### config.mk
export PLATFORM = sky130hd
export DESIGN_NAME = telemetry_update_scheduler_flat
export DESIGN_NICKNAME = d
export VERILOG_FILES = /design/src/rtl/telemetry_update_scheduler_if.sv /design/src/rtl/telemetry_update_scheduler.sv /design/src/flat_wrapper.sv
export SDC_FILE = /design/constraint.sdc
export NUM_CORES = 1
export LEC_CHECK = 0
export ABC_AREA = 1
export BUFFER_PORTS_ARGS = -buffer_cell sky130_fd_sc_hd__buf_2
export CAP_MARGIN = 20
export CORE_UTILIZATION = 50
export CTS_CLUSTER_DIAMETER = 60
export CTS_CLUSTER_SIZE = 10
export DETAILED_ROUTE_END_ITERATION = 10
export GPL_TIMING_DRIVEN = 0
export PLACE_DENSITY = 0.76
export SLEW_MARGIN = 20
export SYNTH_ARGS = -nofsm -noshare
export SYNTH_HDL_FRONTEND = slang
export SYNTH_SLANG_ARGS = --single-unit
### constraint.sdc
create_clock -name clk -period 1.9 [get_ports clk]
set_input_delay 0.095 -clock clk [delete_from_list [all_inputs] [get_ports clk]]
set_output_delay 0.095 -clock clk [all_outputs]
set_load 0.01 [all_outputs]
### src/rtl/telemetry_update_scheduler_if.sv
// Producer-to-scheduler update bus.
//   req_valid[r]  producer r has an update pending (held with data until accepted)
//   req_idx[r]    target signal index for producer r
//   req_value[r]  value for producer r
//   req_ready[r]  one-hot-or-zero grant from the scheduler; accept = valid & ready
// Modports: master = producer side, slave = scheduler side.
interface telemetry_update_scheduler_if #(
  parameter int unsigned NUM_REQ     = 4,
  parameter int unsigned IDX_BITS    = 3,
  parameter int unsigned VALUE_WIDTH = 9
);
  logic [NUM_REQ-1:0]                  req_valid;
  logic [NUM_REQ-1:0][IDX_BITS-1:0]    req_idx;
  logic [NUM_REQ-1:0][VALUE_WIDTH-1:0] req_value;
  logic [NUM_REQ-1:0]                  req_ready;

  modport master (output req_valid, output req_idx, output req_value, input req_ready);
  modport slave  (input req_valid, input req_idx, input req_value, output req_ready);
endinterface

### src/rtl/telemetry_update_scheduler.sv
// Telemetry update scheduler.
// Round-robin arbitrates (index, value) updates from NUM_REQ producers into a shadow
// bank, one accept per cycle. The shadow bank is copied into the display bank
// (value_out) only in the COMMIT cycle that follows frame_start, so the panel never
// sees a value change mid-frame.
// Ports:
//   clk          rising-edge clock
//   reset_n      asynchronous active-low reset
//   frame_start  single-cycle pulse at start of vertical blank
//   req          update bus (slave modport): req_valid/req_idx/req_value in, req_ready out
//   value_out    committed display values, one per signal
//   commit_pulse high for one cycle right after value_out was loaded
//   pending      shadow bank holds uncommitted writes
//   bad_index    sticky flag: an accepted request targeted an index >= NUM_SIGNALS
// Optional build macro TELEMETRY_SCHED_SATURATE_EN: clamps accepted values to
// 10**NUM_VALUE_DIGITS - 1 so the panel never has to drop high-order digits.
module telemetry_update_scheduler #(
  parameter int unsigned NUM_SIGNALS      = 7,
  parameter int unsigned VALUE_WIDTH      = 9,
  parameter int unsigned NUM_REQ          = 4,
  parameter int unsigned NUM_VALUE_DIGITS = 3,
  parameter int unsigned IDX_BITS         = (NUM_SIGNALS > 1) ? $clog2(NUM_SIGNALS) : 1
) (
  input  logic                                   clk,
  input  logic                                   reset_n,
  input  logic                                   frame_start,
  telemetry_update_scheduler_if.slave            req,
  output logic [NUM_SIGNALS-1:0][VALUE_WIDTH-1:0] value_out,
  output logic                                   commit_pulse,
  output logic                                   pending,
  output logic                                   bad_index
);

  localparam int unsigned PtrBits = (NUM_REQ > 1) ? $clog2(NUM_REQ) : 1;

  localparam logic [0:0] StRun    = 1'b0;
  localparam logic [0:0] StCommit = 1'b1;

`ifdef TELEMETRY_SCHED_SATURATE_EN
  localparam bit SatEn = 1'b1;
`else
  localparam bit SatEn = 1'b0;
`endif
  localparam int unsigned              SatLimit = 10 ** NUM_VALUE_DIGITS - 1;
  localparam logic [VALUE_WIDTH-1:0]   SatValue = VALUE_WIDTH'(SatLimit);

  logic [0:0]                                state_q, state_d;
  logic [PtrBits-1:0]                        ptr_q, ptr_d;
  logic [NUM_SIGNALS-1:0][VALUE_WIDTH-1:0]   shadow_q, shadow_d;
  logic [NUM_SIGNALS-1:0][VALUE_WIDTH-1:0]   value_q, value_d;
  logic [NUM_SIGNALS-1:0]                    dirty_q, dirty_d;
  logic                                      bad_q, bad_d;
  logic                                      pulse_q;

  // Round-robin arbiter: first valid requester at or after the pointer wins.
  logic [NUM_REQ-1:0] grant;
  logic [PtrBits-1:0] gnt_idx;
  logic [PtrBits-1:0] cand;
  logic               gnt_found;

  always_comb begin
    grant     = '0;
    gnt_idx   = '0;
    cand      = '0;
    gnt_found = 1'b0;
    if (state_q == StRun) begin
      for (int unsigned k = 0; k < NUM_REQ; k++) begin
        cand = PtrBits'((32'(ptr_q) + k) % NUM_REQ);
        if (!gnt_found && req.req_valid[cand]) begin
          gnt_found = 1'b1;
          gnt_idx   = cand;
        end
      end
      if (gnt_found) grant[gnt_idx] = 1'b1;
    end
  end

  assign req.req_ready = grant;

  logic [IDX_BITS-1:0]    acc_idx;
  logic [VALUE_WIDTH-1:0] acc_value;
  logic [VALUE_WIDTH-1:0] store_value;
  logic                   in_range;

  assign acc_idx   = req.req_idx[gnt_idx];
  assign acc_value = req.req_value[gnt_idx];
  assign in_range  = (32'(acc_idx) < NUM_SIGNALS);

  // Comparison is done at 64 bits so a limit wider than VALUE_WIDTH never clamps.
  always_comb begin
    store_value = acc_value;
    if (SatEn && (64'(acc_value) > 64'(SatLimit))) store_value = SatValue;
  end

  always_comb begin
    state_d  = state_q;
    ptr_d    = ptr_q;
    shadow_d = shadow_q;
    value_d  = value_q;
    dirty_d  = dirty_q;
    bad_d    = bad_q;
    if (state_q == StCommit) begin
      // Only dirty entries are copied; the rest keep their displayed value.
      for (int unsigned i = 0; i < NUM_SIGNALS; i++) begin
        if (dirty_q[i]) value_d[i] = shadow_q[i];
      end
      dirty_d = '0;
      state_d = StRun;
    end else begin
      if (gnt_found) begin
        ptr_d = PtrBits'((32'(gnt_idx) + 32'd1) % NUM_REQ);
        if (in_range) begin
          for (int unsigned i = 0; i < NUM_SIGNALS; i++) begin
            if (acc_idx == IDX_BITS'(i)) begin
              shadow_d[i] = store_value;
              dirty_d[i]  = 1'b1;
            end
          end
        end else begin
          bad_d = 1'b1;
        end
      end
      // frame_start during COMMIT falls into the other branch and is dropped.
      if (frame_start) state_d = StCommit;
    end
  end

  always_ff @(posedge clk or negedge reset_n) begin
    if (!reset_n) begin
      state_q  <= StRun;
      ptr_q    <= '0;
      shadow_q <= '0;
      value_q  <= '0;
      dirty_q  <= '0;
      bad_q    <= 1'b0;
      pulse_q  <= 1'b0;
    end else begin
      state_q  <= state_d;
      ptr_q    <= ptr_d;
      shadow_q <= shadow_d;
      value_q  <= value_d;
      dirty_q  <= dirty_d;
      bad_q    <= bad_d;
      pulse_q  <= (state_q == StCommit);
    end
  end

  assign value_out    = value_q;
  assign commit_pulse = pulse_q;
  assign pending      = |dirty_q;
  assign bad_index    = bad_q;

endmodule
### src/flat_wrapper.sv
// flat-port wrapper written by rule: the top's interface ports become plain ports
module telemetry_update_scheduler_flat 
#(
  parameter int unsigned NUM_SIGNALS      = 7,
  parameter int unsigned VALUE_WIDTH      = 9,
  parameter int unsigned NUM_REQ          = 4,
  parameter int unsigned NUM_VALUE_DIGITS = 3,
  parameter int unsigned IDX_BITS         = (NUM_SIGNALS > 1) ? $clog2(NUM_SIGNALS) : 1
)
  (clk, reset_n, frame_start, value_out, commit_pulse, pending, bad_index, req_req_valid, req_req_idx, req_req_value, req_req_ready);
  telemetry_update_scheduler_if #(.NUM_REQ(NUM_REQ), .IDX_BITS(IDX_BITS), .VALUE_WIDTH(VALUE_WIDTH)) req_i ();
  input  logic clk;
  input  logic reset_n;
  input  logic frame_start;
  output logic [NUM_SIGNALS-1:0][VALUE_WIDTH-1:0] value_out;
  output logic commit_pulse;
  output logic pending;
  output logic bad_index;
  input wire logic [$bits(req_i.req_valid)-1:0] req_req_valid;
  input wire logic [$bits(req_i.req_idx)-1:0] req_req_idx;
  input wire logic [$bits(req_i.req_value)-1:0] req_req_value;
  output wire logic [$bits(req_i.req_ready)-1:0] req_req_ready;
  assign req_i.req_valid = req_req_valid;
  assign req_i.req_idx = req_req_idx;
  assign req_i.req_value = req_req_value;
  assign req_req_ready = req_i.req_ready;
  telemetry_update_scheduler #(.NUM_SIGNALS(NUM_SIGNALS), .VALUE_WIDTH(VALUE_WIDTH), .NUM_REQ(NUM_REQ), .NUM_VALUE_DIGITS(NUM_VALUE_DIGITS), .IDX_BITS(IDX_BITS)) u_core (.clk(clk), .reset_n(reset_n), .frame_start(frame_start), .req(req_i), .value_out(value_out), .commit_pulse(commit_pulse), .pending(pending), .bad_index(bad_index));
endmodule
# After elaboration in Yosys (flattened, before gate mapping)
# Index checks and enable logic that the tools add are counted.
[op_classes] n_addsub=4 n_lt_le_gt_ge=8 n_eq_ne=6 muxes=43 n_bitwise=2 n_reduce_logical=41
[op_table] op="$reduce_and 4->1" count=7
[op_table] op="$reduce_and 3->1" count=8
[op_table] op="$mux 1" count=23
[op_table] op="$mux 7" count=3
[op_table] op="$bmux 9 s2" count=1
[op_table] op="$lt 2x3->1 const B" count=6
[op_table] op="$reduce_bool 2->1" count=9
[op_table] op="$reduce_and 2->1" count=8
[op_table] op="$mux 2" count=6
[op_table] op="$eq 3x3->1 const B" count=3
[op_table] op="$mux 9" count=1
[op_table] op="$bmux 1 s2" count=4
[op_table] op="$mux 4" count=2
[op_table] op="$reduce_or 7->1" count=1
[op_table] op="$bmux 3 s2" count=1
[op_table] op="$eq 3x2->1 const B" count=2
[op_table] op="$add 2x1->2 const B" count=2
[op_table] op="$add 2x2->2 const B" count=2
[op_table] op="$logic_and 1x1->1" count=4
[op_table] op="$eq 3x1->1 const B" count=1
[op_table] op="$logic_not 1->1" count=3
[op_table] op="$logic_not 3->1" count=1
[op_table] op="$lt 3x3->1 const B" count=1
[op_table] op="$mux 3" count=1
[op_table] op="other kinds (3)" count=4
[totals] register_bits=138 inputBits=55 out_inout_bits=70 word_cells=129

# Longest topological paths before layout
# Gate-level depths: netlist (run 1).
[depth] word_depth=24 ltp_mapped=21 depth_no_buf=18

# Worst setup path after synthesis (run 1)
# No wires, ideal clock.
[synth_timing] kind="reg2reg" startpoint="register u_core.ptr_q[0]" endpoint="register u_core.shadow_q[62] in the netlist's numbering" setup_time_ns=0.117 arrival_time_ns=1.971 t_required_ns=1.783 slack_ns=-0.188 stages_incl_launch_ff=20 path_buffers=3 period_less_slack_ns=2.088 cell_sequence="dfrtp_1 -> buf_6 -> inv_6 -> nand2_1 -> nand3_1 -> nand2_2 -> nor2_4 -> nand3_2 -> nand2_2 -> nor2_4 -> buf_6 -> nand2_1 -> nand2_1 -> nand2_1 -> nand2_1 -> nor2_2 -> buf_6 -> nand2_4 -> nand2_1 -> nand2_1"
[synth_between] elab_chain_cells=21 word_cells_on_any_way=39 classes_between="3 x add/sub; 1 x order compare; 1 x eq/ne; 27 x mux; 7 x reduce/logical"
[synth_lines] item="from (decl)" line="telemetry_update_scheduler.sv:48" rtl="logic [PtrBits-1:0] ptr_q, ptr_d;"
[synth_lines] item="from (signal assigned)" line="telemetry_update_scheduler.sv:139" rtl="ptr_q <= ptr_d;"
[synth_lines] item="$bmux 1 s2" line="telemetry_update_scheduler.sv:69" rtl="if (!gnt_found && req.req_valid[cand]) begin"
[synth_lines] item="$mux 1 (implied by the code)" line="telemetry_update_scheduler.sv:69"
[synth_lines] item="$mux 1" line="telemetry_update_scheduler.sv:69"
[synth_lines] item="$mux 1" line="telemetry_update_scheduler.sv:66" rtl="if (state_q == StRun) begin"
[synth_lines] item="$logic_not 1->1" line="telemetry_update_scheduler.sv:69"
[synth_lines] item="$logic_and 1x1->1" line="telemetry_update_scheduler.sv:69"
[synth_lines] item="$mux 1" line="telemetry_update_scheduler.sv:69"
[synth_lines] item="$mux 1" line="telemetry_update_scheduler.sv:66"
[synth_lines] item="[... 4 more ...]"
[synth_lines] item="$logic_not 1->1" line="telemetry_update_scheduler.sv:69"
[synth_lines] item="$logic_and 1x1->1" line="telemetry_update_scheduler.sv:69"
[synth_lines] item="$mux 2" line="telemetry_update_scheduler.sv:69"
[synth_lines] item="$mux 2 (2 in series)" line="telemetry_update_scheduler.sv:66"
[synth_lines] item="$bmux 3 s2" line="telemetry_update_scheduler.sv:85" rtl="assign acc_idx = req.req_idx[gnt_idx];"
[synth_lines] item="$mux 3 (implied by the code)" line="telemetry_update_scheduler.sv:85"
[synth_lines] item="$lt 3x3->1 / $eq 3x3->1 (equally long branches)" line="telemetry_update_scheduler.sv:87, telemetry_update_scheduler.sv:114"
[synth_lines] item="$reduce_and 4->1 (no source line)"
[synth_lines] item="to (signal assigned)" line="telemetry_update_scheduler.sv:140" rtl="shadow_q <= shadow_d;"
[synth_lines] item="to (decl)" line="telemetry_update_scheduler.sv:49" rtl="logic [NUM_SIGNALS-1:0][VALUE_WIDTH-1:0] shadow_q, shadow_d;"
# Parallel ways exist; a longest one is shown, timed or not. The select of a mux whose other input is x is not followed.
# A chain may end at the register's enable or synchronous reset.

# Worst setup path in the final report (run 1)
[layout_timing] startpoint="register u_core.ptr_q[0]" endpoint="output port req_req_ready[2]"
[layout_between] elab_chain_cells=22 word_cells_on_any_way=37 classes_between="3 x add/sub; 2 x order compare; 25 x mux; 7 x reduce/logical"
[layout_lines] item="$bmux 1 s2" line="telemetry_update_scheduler.sv:69"
[layout_lines] item="$mux 1 (implied by the code)" line="telemetry_update_scheduler.sv:69"
[layout_lines] item="$mux 1" line="telemetry_update_scheduler.sv:69"
[layout_lines] item="$mux 1" line="telemetry_update_scheduler.sv:66"
[layout_lines] item="$logic_not 1->1" line="telemetry_update_scheduler.sv:69"
[layout_lines] item="$logic_and 1x1->1" line="telemetry_update_scheduler.sv:69"
[layout_lines] item="$mux 1" line="telemetry_update_scheduler.sv:69"
[layout_lines] item="$mux 1" line="telemetry_update_scheduler.sv:66"
[layout_lines] item="[... 6 more ...]"
[layout_lines] item="$mux 2" line="telemetry_update_scheduler.sv:69"
[layout_lines] item="$mux 2" line="telemetry_update_scheduler.sv:66"
[layout_lines] item="$lt 2x3->1 (implied by the code) / $ge 2x1->1 (equally long branches)" line="telemetry_update_scheduler.sv:74" rtl="if (gnt_found) grant[gnt_idx] = 1'b1;"
[layout_lines] item="$logic_and 1x1->1 (implied by the code)" line="telemetry_update_scheduler.sv:74"
[layout_lines] item="$mux 1 (implied by the code)" line="telemetry_update_scheduler.sv:74"
[layout_lines] item="$demux 1 s2"
[layout_lines] item="$mux 4 (*)" line="telemetry_update_scheduler.sv:74"
[layout_lines] item="$mux 4 (*)" line="telemetry_update_scheduler.sv:66"
[layout_lines] item="to (decl)" line="flat_wrapper.sv:22" rtl="output wire logic [$bits(req_i.req_ready)-1:0] req_req_ready;"
# Every way passes the cells marked *; elsewhere a longest branch is shown, timed or not. The select of a mux whose other input is x is not followed.

==> summary.md, run 1 <==
| Metric | Value |
|---|---|
| Run status | finished with violations |
| Failing checks | negative setup slack |
| Clock-pin slew on the worst setup and hold paths | 0.06 ns |
| Core Rows | 40 |
| First-pass GRT wire length | 25700 um |
| Initial Util | 51.6% |
| DRC viols | 0 |
| Vias in the first global route | 5125 |
| Clock root cell | clkbuf_16 |
| Routability congestion estimate | 0.844 |
| Routed Wire Length | 16200 um |
| Critical path required time | 1.80 ns |
| Clk Latency, worst-skew pair | 0.42 ns |
| Fmax | 0.420 GHz |
| Synth cell types | 28 |
| Routed wire per std cell | 16.5 um |
| Bufs on Longest Clock Path | 2 |
| Largest family of logic cells by synthesized area | simple AND/OR/NAND/NOR gates |
| Synth area leader | dfrtp_1 |
| Final worst setup slack | -0.484 ns |
| Largest net degree at the start of global routing | 78 |
| CP startpoint kind | flip-flop |
| Xor and xnor area share after synthesis | 0% |
| Core Region | 12100 um2 |
| Max Cap Violations | 0 |
| Top_reg_cell synth | dfrtp_1 |
| Synth Area in Compound Gates | 4.64% |
| Post-synthesis mux area share | 11.3% |
| Dpl ws | -0.618 ns |
| Final Non-Filler Cells | 985 |
| Area contributors post-synth | dfrtp_1 (55%), nand2_1 (13%), mux2_2 (11%) |
| Cells after Synth | 638 |
| Fin. max-slew vios | 0 |
| Final HPWL DP | 10900 um |
| Remaining antenna violation count | 0 |
| Drt via density | 5.31 |
| Layout cells sized above 1 | 43.5% |
| Top-count cell post-synth | nand2_1 |
| Top-level I/O count | 125 |
| RSZ-0062 raised after global routing | true |
| Syn-to-layout area delta | 34.6% |
| Die span in x | 114 um |
| Iter 0 DRT Violations | 316 |
| Minimum clock period after layout | 2.38 ns |
| CP endpoint kind | primary output |
| Ant. Diodes | 0 |
| Endpoints failing setup | 76 |
| Total track usage | 26.0% |
| Cell Area, Synth | 6250 um2 |
| Vias | 5227 |
| Final hold viol count | 0 |
| Sequential-to-total area share from yosys stat | 55.2% |
| Drt first pass iters | 5 |
| Finished Core Util | 69.5% |
| Synth Area in Adders | 0% |
| H-tree depth reported by CTS | 4 |
| Final nets | 859 |
| Post-synthesis simple-gate area fraction | 23.1% |
| CTS tree | built |
| Syn. warnings | 0 |
| Initial antenna violation count | 0 |
| Top cells by count, synth | nand2_1 (215), dfrtp_1 (138), nand3_1 (79) |
| Crit path max fanout | 10 |
| Fin crit share | 125% |
| Fin Clk Skew | 0.00690 ns |
| Inst Count DP | 931 |
| Grt total ovfl | 0 |
| # clock sinks | 138 |
| # fillers | 906 |
| Post-synth EDFFs | 0 |
| Critical path class | flip-flop to primary output |
| TritonCTS Buffers | 17 |
| Synthesized area per cell | 9.80 um2 |
| FF+latch count, synth | 138 |
| Hold Crit Class | input port to flip-flop |
| Worst-Margin Slew | 0.513 ns |
| CP arrival | 2.29 ns |
| Setup_tns | -31.97 ns |
| IO Port Bufs | 124 |
| Die area | 13000 um2 |
| Post-synth top area share | 55.2% |
| Max_slew headroom | 65.8% |
| Async set-or-reset flop fraction in the synthesized netlist | 100% |
| Synthesized Nets | 693 |
| Height of the die | 114 um |
==> layout by cell type (no fill, tap or decap), drive strengths merged, types with 4 or more instances in the layout <==
master,instances
clkinvlp,4
inv,43
buf,164
dfrtp,138
a21oi,10
nand3,82
o21ai,19
o21bai,4
nor2,13
mux2,63
clkinv,4
o211ai,9
clkbuf,26
nand2,229
==> per-stage QoR <==
stage	cell area, um2	hold WS (ns)
5_1_grt	8420	0.147
6_report	8420	0.143
3_3_place_gp	7160	0.322
2_1_floorplan	6330	-0.201
4_1_cts	8200	0.133
3_5_place_dp	7200	0.0636
==> critical path: stages (launching register included) <==
cell     delay (ns)
dfrtp_1        0.40
buf_6          0.15
nand2_1        0.10
nand2_4        0.08
nand2_2        0.07
nand2_2        0.06
nor2_4         0.14
nand3_1        0.10
nand3_2        0.10
nand3_4        0.11
buf_6          0.16
buf_6          0.16
nor2_4         0.12
buf_6          0.12
==> cell type report <==
class,instances,area (um2),area share [%]
Sequential cell,138,3450,41.0
Multi-Input combinational cell,434,2850,33.9
Timing Repair Buffer,146,866,10.3
Clock buffer,21,470,5.59
Buffer,25,278,3.30
Tap cell,168,210,2.50
Inverter,42,168,1.99
Clock inverter,11,119,1.41
==> timing repair <==
item,4_1_cts,5_1_grt
pin swaps,9,7
gates cloned,1,2
hold buffers,2,0
buffers inserted,13,4
endpoints found under the hold margin,62,0
endpoints found under the setup margin,77,76
resized for setup,56,36
==> sequential cells by signal (all words and copies together) (netlist names) <==
name,cells
u_core.commit_pulse,1
u_core.dirty_q,7
u_core.shadow_q,63
u_core.ptr_q,2
u_core.value_out,63
u_core.state_q,1
u_core.bad_index,1
==> cells by family (layout without fill, tap and decap cells) <==
family,after synthesis,count (layout)
AND/OR/NAND/NOR,327,328
flip-flops,138,138
buffers and inverters,67,245
multiplexers,63,63
AO/OA/AOI/OAI,43,43
==> worst paths after layout <==
| check | start | endpoint | slack, ns | depth (start not counted) |
|---|---|---|---|---|
| max | u_core.ptr_q[0]$_DFFE_PN0P_ | req_req_ready[2] | -0.48 | 13 |
| min in group asynchronous | reset_n | u_core.value_out[46]$_DFFE_PN0P_ | 0.21 | 2 |
| max in group asynchronous | reset_n | u_core.shadow_q[12]$_DFFE_PN0P_ | 0.98 | 3 |
| min | req_req_value[25] | u_core.shadow_q[61]$_DFFE_PN0P_ | 0.14 | 5 |
| max reg2reg | u_core.ptr_q[0]$_DFFE_PN0P_ | u_core.shadow_q[39]$_DFFE_PN0P_ | -0.48 | 19 |
| min reg2reg | u_core.shadow_q[9]$_DFFE_PN0P_ | u_core.shadow_q[9]$_DFFE_PN0P_ | 0.47 | 2 |
==> per-layer routing <==
metal / global-route usage, % / vias up / part of all wire (%)
met2: 44.1 / 235 / 51
met1: 33.1 / 2546 / 41
met5: 0 / - / 0
met3: 6.48 / 27 / 6.1
li1: - / 2419 / -
met4: 7.79 / 0 / 1.6
Power of run 1 is not shown: default switching activity piles up to over one toggle a cycle in this logic, so the estimate is an artifact.
==> run 2: changes to the inputs <==
--- a/config.mk
+++ b/config.mk
@@ -8,12 +8,14 @@
 export ABC_AREA = 1
 export BUFFER_PORTS_ARGS = -buffer_cell sky130_fd_sc_hd__buf_2
 export CAP_MARGIN = 20
-export CORE_UTILIZATION = 50
+export CELL_PAD_IN_SITES_DETAIL_PLACEMENT = 2
+export CELL_PAD_IN_SITES_GLOBAL_PLACEMENT = 2
+export CORE_UTILIZATION = 31
 export CTS_CLUSTER_DIAMETER = 60
 export CTS_CLUSTER_SIZE = 10
 export DETAILED_ROUTE_END_ITERATION = 10
 export GPL_TIMING_DRIVEN = 0
-export PLACE_DENSITY = 0.76
+export PLACE_DENSITY_LB_ADDON = 0.1
 export SLEW_MARGIN = 20
 export SYNTH_ARGS = -nofsm -noshare
 export SYNTH_HDL_FRONTEND = slang
==> constraint.sdc (replaced) <==
create_clock -name clk -period 2.03 [get_ports clk]
set_input_delay 0.1015 -clock clk [delete_from_list [all_inputs] [get_ports clk]]
set_output_delay 0.1015 -clock clk [all_outputs]
set_load 0.01 [all_outputs]
==> run 2 against run 1 <==
Effect of this change: the run still ends with negative setup slack left; sequential share of layout area is 2.3 points lower; count of clock-buffer cells in the layout is 4 lower; cell count is 10% higher; highest routed layer unchanged.
==> summary.md, run 2 (synthesized netlist as in run 1, its figures left out) <==
| Metric | Value |
|---|---|
| Routed Wire Length | 20800 um |
| Fin crit share | 119% |
| Minimum clock period after layout | 2.41 ns |
| Commonest cells after routing, fill and taps aside | nand2_1 (174), dfrtp_1 (137), buf_2 (124) |
| CP startpoint kind | flip-flop |
| Critical path class | flip-flop to flip-flop |
| CP endpoint kind | flip-flop |
| RSZ-0062 raised after global routing | true |
| Worst R2R Start | u_core.ptr_q[0]$_DFFE_PN0P_ |
| Fin Clk Skew | 0.00805 ns |
| Layout cells sized above 1 | 49.5% |
| Critical path required time | 2.39 ns |
| Bufs on Longest Clock Path | 2 |
| Drt via density | 4.84 |
| Core Region | 19600 um2 |
| Height of the die | 144 um |
| Placed cell area | 7320 um2 |
| Max Cap Violations | 0 |
| Fmax | 0.415 GHz |
| Finished Cell Area | 8920 um2 |
| Largest net degree at the start of global routing | 87 |
| Max_slew headroom | 62.7% |
| Clock-pin slew on the worst setup and hold paths | 0.06 ns |
| Commonest non-fill, non-tap cell in the layout | nand2_1 |
| Core Rows | 51 |
| Dpl ws | -0.593 ns |
| H-tree depth reported by CTS | 4 |
| Syn-to-layout area delta | 42.7% |
| CTS tree | built |
| Remaining antenna violation count | 0 |
| Hold path start | req_req_value[26] |
| Final hold viol count | 0 |
| Iter 0 DRT Violations | 201 |
| Failing checks | negative setup slack |
| TritonCTS Buffers | 17 |
| Reg-to-reg endpoint | u_core.shadow_q[11]$_DFFE_PN0P_ |
| Hold Path Sink | u_core.shadow_q[62]$_DFFE_PN0P_ |
| Vias in the first global route | 5712 |
| Crit path max fanout | 7 |
| IO Port Bufs | 124 |
| Ant. Diodes | 0 |
| # fillers | 2076 |
| Run status | finished with violations |
| # clock sinks | 138 |
| R2r setup slk | -0.38 ns |
| Final HPWL DP | 13700 um |
| Vias | 5269 |
| Final worst setup slack | -0.380 ns |
| CP arrival | 2.77 ns |
| First-pass GRT wire length | 31900 um |
| Total track usage | 20.8% |
| Worst-Margin Slew | 0.559 ns |
| Initial Util | 31.9% |
| Die area | 20700 um2 |
| R2R depth | 19 |
| Clock root cell | clkbuf_16 |
| Setup_tns | -23.73 ns |
| Min-Delay Path Depth | 5 |
| DRC viols | 0 |
| Hold Crit Class | input port to flip-flop |
| Drt first pass iters | 4 |
| Clk Latency, worst-skew pair | 0.43 ns |
| Initial antenna violation count | 0 |
| Die span in x | 144 um |
| Endpoints failing setup | 75 |
| Fin. max-slew vios | 0 |
| Top-level I/O count | 125 |
| Final nets | 865 |
| Grt total ovfl | 0 |
| Routability congestion estimate | 0.750 |
| Routed wire per std cell | 19.1 um |
## run 2: cell types whose count changed in the layout (fill, tap and decap cells not counted), moves of 4 or more
cell | before | now
buf_4 | 18 | 22
inv_6 | 1 | 5
nand2_1 | 190 | 174
nand2_2 | 21 | 28
nand2_4 | 13 | 21
nand3_1 | 63 | 38
nand3_2 | 18 | 42
o21ai_2 | 6 | 10
## run 2: worst max path at each step
stage | depth (start not counted) | to | slack [ns] | from
final | 19 | u_core.shadow_q[11]$_DFFE_PN0P_ | -0.38 | u_core.ptr_q[0]$_DFFE_PN0P_
after global routing | 17 | u_core.shadow_q[11]$_DFFE_PN0P_ | -0.50 | u_core.ptr_q[0]$_DFFE_PN0P_
after CTS | 16 | req_req_ready[1] | -0.40 | u_core.ptr_q[0]$_DFFE_PN0P_
after detailed placement | 15 | u_core.shadow_q[47]$_DFFE_PN0P_ | -0.59 | u_core.ptr_q[1]$_DFFE_PN0P_
after global placement | 1 | u_core.value_out[29]$_DFFE_PN0P_ | -1.04 | reset_n
after floorplan | 19 | u_core.shadow_q[44]$_DFFE_PN0P_ | -0.02 | u_core.ptr_q[0]$_DFFE_PN0P_
## run 2: metal layers
metal / track usage, % / up-vias / wire, um
met4: 5.54 / 0 / 332
met5: 0 / - / 0
met3: 5.53 / 23 / 828
met1: 24.6 / 2691 / 8670
met2: 36.9 / 120 / 11000
li1: - / 2435 / -
## run 2: stage by stage
step / instances / hold slack (ns) / utilization (%)
after global placement: 1027 / 0.334 / 37.2
final: 1088 / 0.152 / 45.5
after floorplan: 638 / -0.194 / -
after global routing: 1088 / 0.163 / 45.5
after detailed placement: 1028 / 0.0416 / 37.4
after CTS: 1083 / 0.146 / 43.5
## run 2: final cells by class
class | instances | area (um2) | share of cell area [%]
Sequential cell | 138 | 3450 | 38.7
Clock buffer | 17 | 425 | 4.77
Timing Repair Buffer | 150 | 935 | 10.5
Buffer | 25 | 292 | 3.27
Tap cell | 265 | 332 | 3.72
Timing Repair inverter | 1 | 6.26 | 0.0701
Multi-Input combinational cell | 435 | 3120 | 35.0
Clock inverter | 15 | 190 | 2.13
Inverter | 42 | 168 | 1.88
## run 2: repair_timing
item,4_1_cts,5_1_grt
pin swaps,16,37
endpoints found under the hold margin,53,0
setup buffers,16,3
gates cloned,5,2
setup endpoints to repair,77,84
gates resized for setup,84,73
hold buffers,2,0
## run 2: worst max-delay path: stages, from the launching register on
cell and delay, ns:
dfrtp_1 0.40, buf_6 0.16, inv_8 0.07, nand2_2 0.07
nand3_2 0.09, nand2_2 0.07, nand2_2 0.09, nand2_2 0.06
nand2_2 0.09, nand2_4 0.07, nor2_4 0.14, buf_6 0.15
nand2_2 0.06, nand3_2 0.09, nand2_4 0.07, nor2_4 0.17
buf_12 0.18, buf_12 0.13, nand3_1 0.08, nand2_1 0.08
Power of run 2 is left out for the same reason.
==> run 3: changes to the inputs <==
--- a/config.mk
+++ b/config.mk
@@ -6,16 +6,16 @@
 export NUM_CORES = 1
 export LEC_CHECK = 0
 export ABC_AREA = 1
-export BUFFER_PORTS_ARGS = -buffer_cell sky130_fd_sc_hd__buf_2
 export CAP_MARGIN = 20
 export CELL_PAD_IN_SITES_DETAIL_PLACEMENT = 2
 export CELL_PAD_IN_SITES_GLOBAL_PLACEMENT = 2
-export CORE_UTILIZATION = 31
+export CORE_UTILIZATION = 35
 export CTS_CLUSTER_DIAMETER = 60
 export CTS_CLUSTER_SIZE = 10
 export DETAILED_ROUTE_END_ITERATION = 10
+export DONT_BUFFER_PORTS = 1
 export GPL_TIMING_DRIVEN = 0
-export PLACE_DENSITY_LB_ADDON = 0.1
+export PLACE_DENSITY_LB_ADDON = 0.08
 export SLEW_MARGIN = 20
 export SYNTH_ARGS = -nofsm -noshare
 export SYNTH_HDL_FRONTEND = slang
==> run 3 against run 2 <==
Effect of this change: largest cell class unchanged; the flow finishes with violations (negative hold slack, negative setup slack); register-to-register slack got worse by 0.04 ns; critical endpoint is now u_core.shadow_q[38]$_DFFE_PN0P_; worst hold slack got worse by 0.78 ns; utilization rose by 3.1 points; maximum frequency fell by 1.6%; die area fell by 11%; non-clock buffer count fell by 116.
==> summary.md, run 3 (synthesized netlist as in run 1, its figures left out) <==
| Metric | Value |
|---|---|
| CP Cell Sequence | buf_6 -> inv_8 -> nand2_4 -> nand2_4 -> nand2_1 -> nand2_1 -> nand2_2 -> nand2_2 -> nand2_2 -> nand2_4 -> nor2_4 -> buf_6 -> buf_6 -> buf_12 -> o211ai_4 -> nand2_4 -> nand3_1 -> nand2_1 |
| Reg-to-reg endpoint | u_core.shadow_q[38]$_DFFE_PN0P_ |
| Final nets | 751 |
| Crit path max fanout | 10 |
| Commonest non-fill, non-tap cell in the layout | nand2_1 |
| CP Buf/Inv Count | 5 |
| Max Cap Violations | 0 |
| Fin Clk Skew | 0.0109 ns |
| Syn-to-layout area delta | 35.1% |
| Core Rows | 48 |
| Vias in the first global route | 5457 |
| Die area | 18400 um2 |
| Remaining antenna violation count | 0 |
| Layout cells sized above 1 | 45.2% |
| Core Region | 17400 um2 |
| Fmax | 0.408 GHz |
| Height of the die | 136 um |
| Crit path to | u_core.shadow_q[38]$_DFFE_PN0P_ |
| IO Port Bufs | 0 |
| R2R depth | 18 |
| R2r setup slk | -0.42 ns |
| H-tree depth reported by CTS | 4 |
| Iter 0 DRT Violations | 172 |
| # clock sinks | 138 |
| Clock root cell | clkbuf_16 |
| Final worst setup slack | -0.420 ns |
| CP endpoint kind | flip-flop |
| CP arrival | 2.76 ns |
| Fin. max-slew vios | 0 |
| Worst-Margin Slew | 0.575 ns |
| CP startpoint kind | flip-flop |
| Final hold viol count | 138 |
| Clock-pin slew on the worst setup and hold paths | 0.06 ns |
| Final HPWL DP | 12700 um |
| WP depth | 18 |
| Total track usage | 22.3% |
| Endpoints failing setup | 76 |
| Grt total ovfl | 0 |
| Slowest cell delay on critical path | 0.40 ns |
| Critical path required time | 2.34 ns |
| DRC viols | 0 |
| Critical path class | flip-flop to flip-flop |
| Cell mode on critical path | nand2_4 |
| Drt first pass iters | 4 |
| Initial antenna violation count | 0 |
| Largest delay contributor family on the critical path | simple AND/OR/NAND/NOR gates |
| CTS Hold Bufs | 1 |
| Routed wire per std cell | 21.6 um |
| Commonest cells after routing, fill and taps aside | nand2_1 (165), dfrtp_1 (137), mux2_2 (63) |
| Die span in x | 136 um |
| TritonCTS Buffers | 17 |
| Largest net degree at the start of global routing | 139 |
| Post-Route Hold Slack | -0.633 ns |
| Run status | finished with violations |
| Clk Latency, worst-skew pair | 0.42 ns |
| Routability congestion estimate | 0.812 |
| Worst R2R Start | u_core.ptr_q[0]$_DFFE_PN0P_ |
| First-pass GRT wire length | 30300 um |
| Fin crit share | 121% |
| Ant. Diodes | 0 |
| Initial Util | 36.0% |
| Slowest cell on crit path | dfrtp_1 |
| Top-level I/O count | 125 |
| Vias | 4776 |
| Minimum clock period after layout | 2.45 ns |
| Hold Crit Class | input port to async pin |
| Routed Wire Length | 20200 um |
| Failing checks | negative hold slack, negative setup slack |
| Bufs on Longest Clock Path | 2 |
| Max_slew headroom | 61.7% |
| Drt via density | 5.12 |
| RSZ-0062 raised after global routing | true |
| Crit path launch | u_core.ptr_q[0]$_DFFE_PN0P_ |
| CTS tree | built |
run 3: cell count changes in the layout (fill, tap and decap cells not counted), sizes merged:
cell         change
dlygate4sd3      -1
bufbuf           +1
bufinv           -1
nand2            +2
buf            -117
clkbuf           +2
clkinv           +3
inv              -4
run 3: worst min path at each step:
| stage | startpoint | endpoint | slack (ns) | cells after the start |
|---|---|---|---|---|
| global route | reset_n | u_core.shadow_q[45]$_DFFE_PN0P_ | -0.65 | 0 |
| CTS | reset_n | u_core.shadow_q[45]$_DFFE_PN0P_ | -0.65 | 0 |
| detailed placement | reset_n | u_core.shadow_q[45]$_DFFE_PN0P_ | -0.19 | 0 |
| global placement | reset_n | u_core.value_out[47]$_DFFE_PN0P_ | -0.19 | 0 |
| floorplan | reset_n | u_core.bad_index$_DFFE_PN0P_ | -0.19 | 0 |
| finish | reset_n | u_core.shadow_q[45]$_DFFE_PN0P_ | -0.63 | 0 |
run 3: layout make-up:
class                   count  area (um2)
plain buffers              25         317
clock buffers              18         439
clock inverters            13         145
fillers                  1748        8910
inverters                  42         168
multi-input cells         437        3270
flip-flops and latches    138        3450
well taps                 225         282
repair buffers             34         364
repair inverters            1        6.26
run 3: repair_timing:
| item | CTS | global route |
|---|---|---|
| endpoints found under the setup margin | 77 | 76 |
| endpoints found under the hold margin | 139 | 138 |
| pin swaps | 42 | 22 |
| gates resized for setup | 128 | 76 |
| gates cloned | 8 | 1 |
| buffers inserted | 22 | 7 |
run 3: worst reg2reg max path, cell delays in order, from the launching register on:
cell and delay, ns:
dfrtp_1 0.40, buf_6 0.16, inv_8 0.08, nand2_4 0.05, nand2_4 0.10, nand2_1 0.06, nand2_1 0.08, nand2_2 0.07
nand2_2 0.08, nand2_2 0.07, nand2_4 0.12, nor2_4 0.07, buf_6 0.13, buf_6 0.14, buf_12 0.16, o211ai_4 0.19
nand2_4 0.16, nand3_1 0.16, nand2_1 0.07
run 3: through the flow:
stage	setup WS [ns]	setup TNS [ns]	cells	utilization, %	area (um2)
6_report	-0.420	-26.91	933	48.7	8450
5_1_grt	-0.552	-36.94	933	48.7	8450
4_1_cts	-0.340	-22.69	925	46.4	8060
3_5_place_dp	-0.635	-38.44	863	38.1	6610
3_3_place_gp	-0.523	-32.06	863	38.1	6610
2_1_floorplan	-0.0231	-0.786	638	-	6330
run 3: layer usage:
metal / GRT usage [%] / share of wire, % / up-vias
li1: - / - / 2214
met3: 5.42 / 4.8 / 24
met1: 26.1 / 40 / 2418
met4: 6.37 / 1.6 / 0
met5: 0 / 0 / -
met2: 40.3 / 54 / 120
Power of run 3 is left out for the same reason.
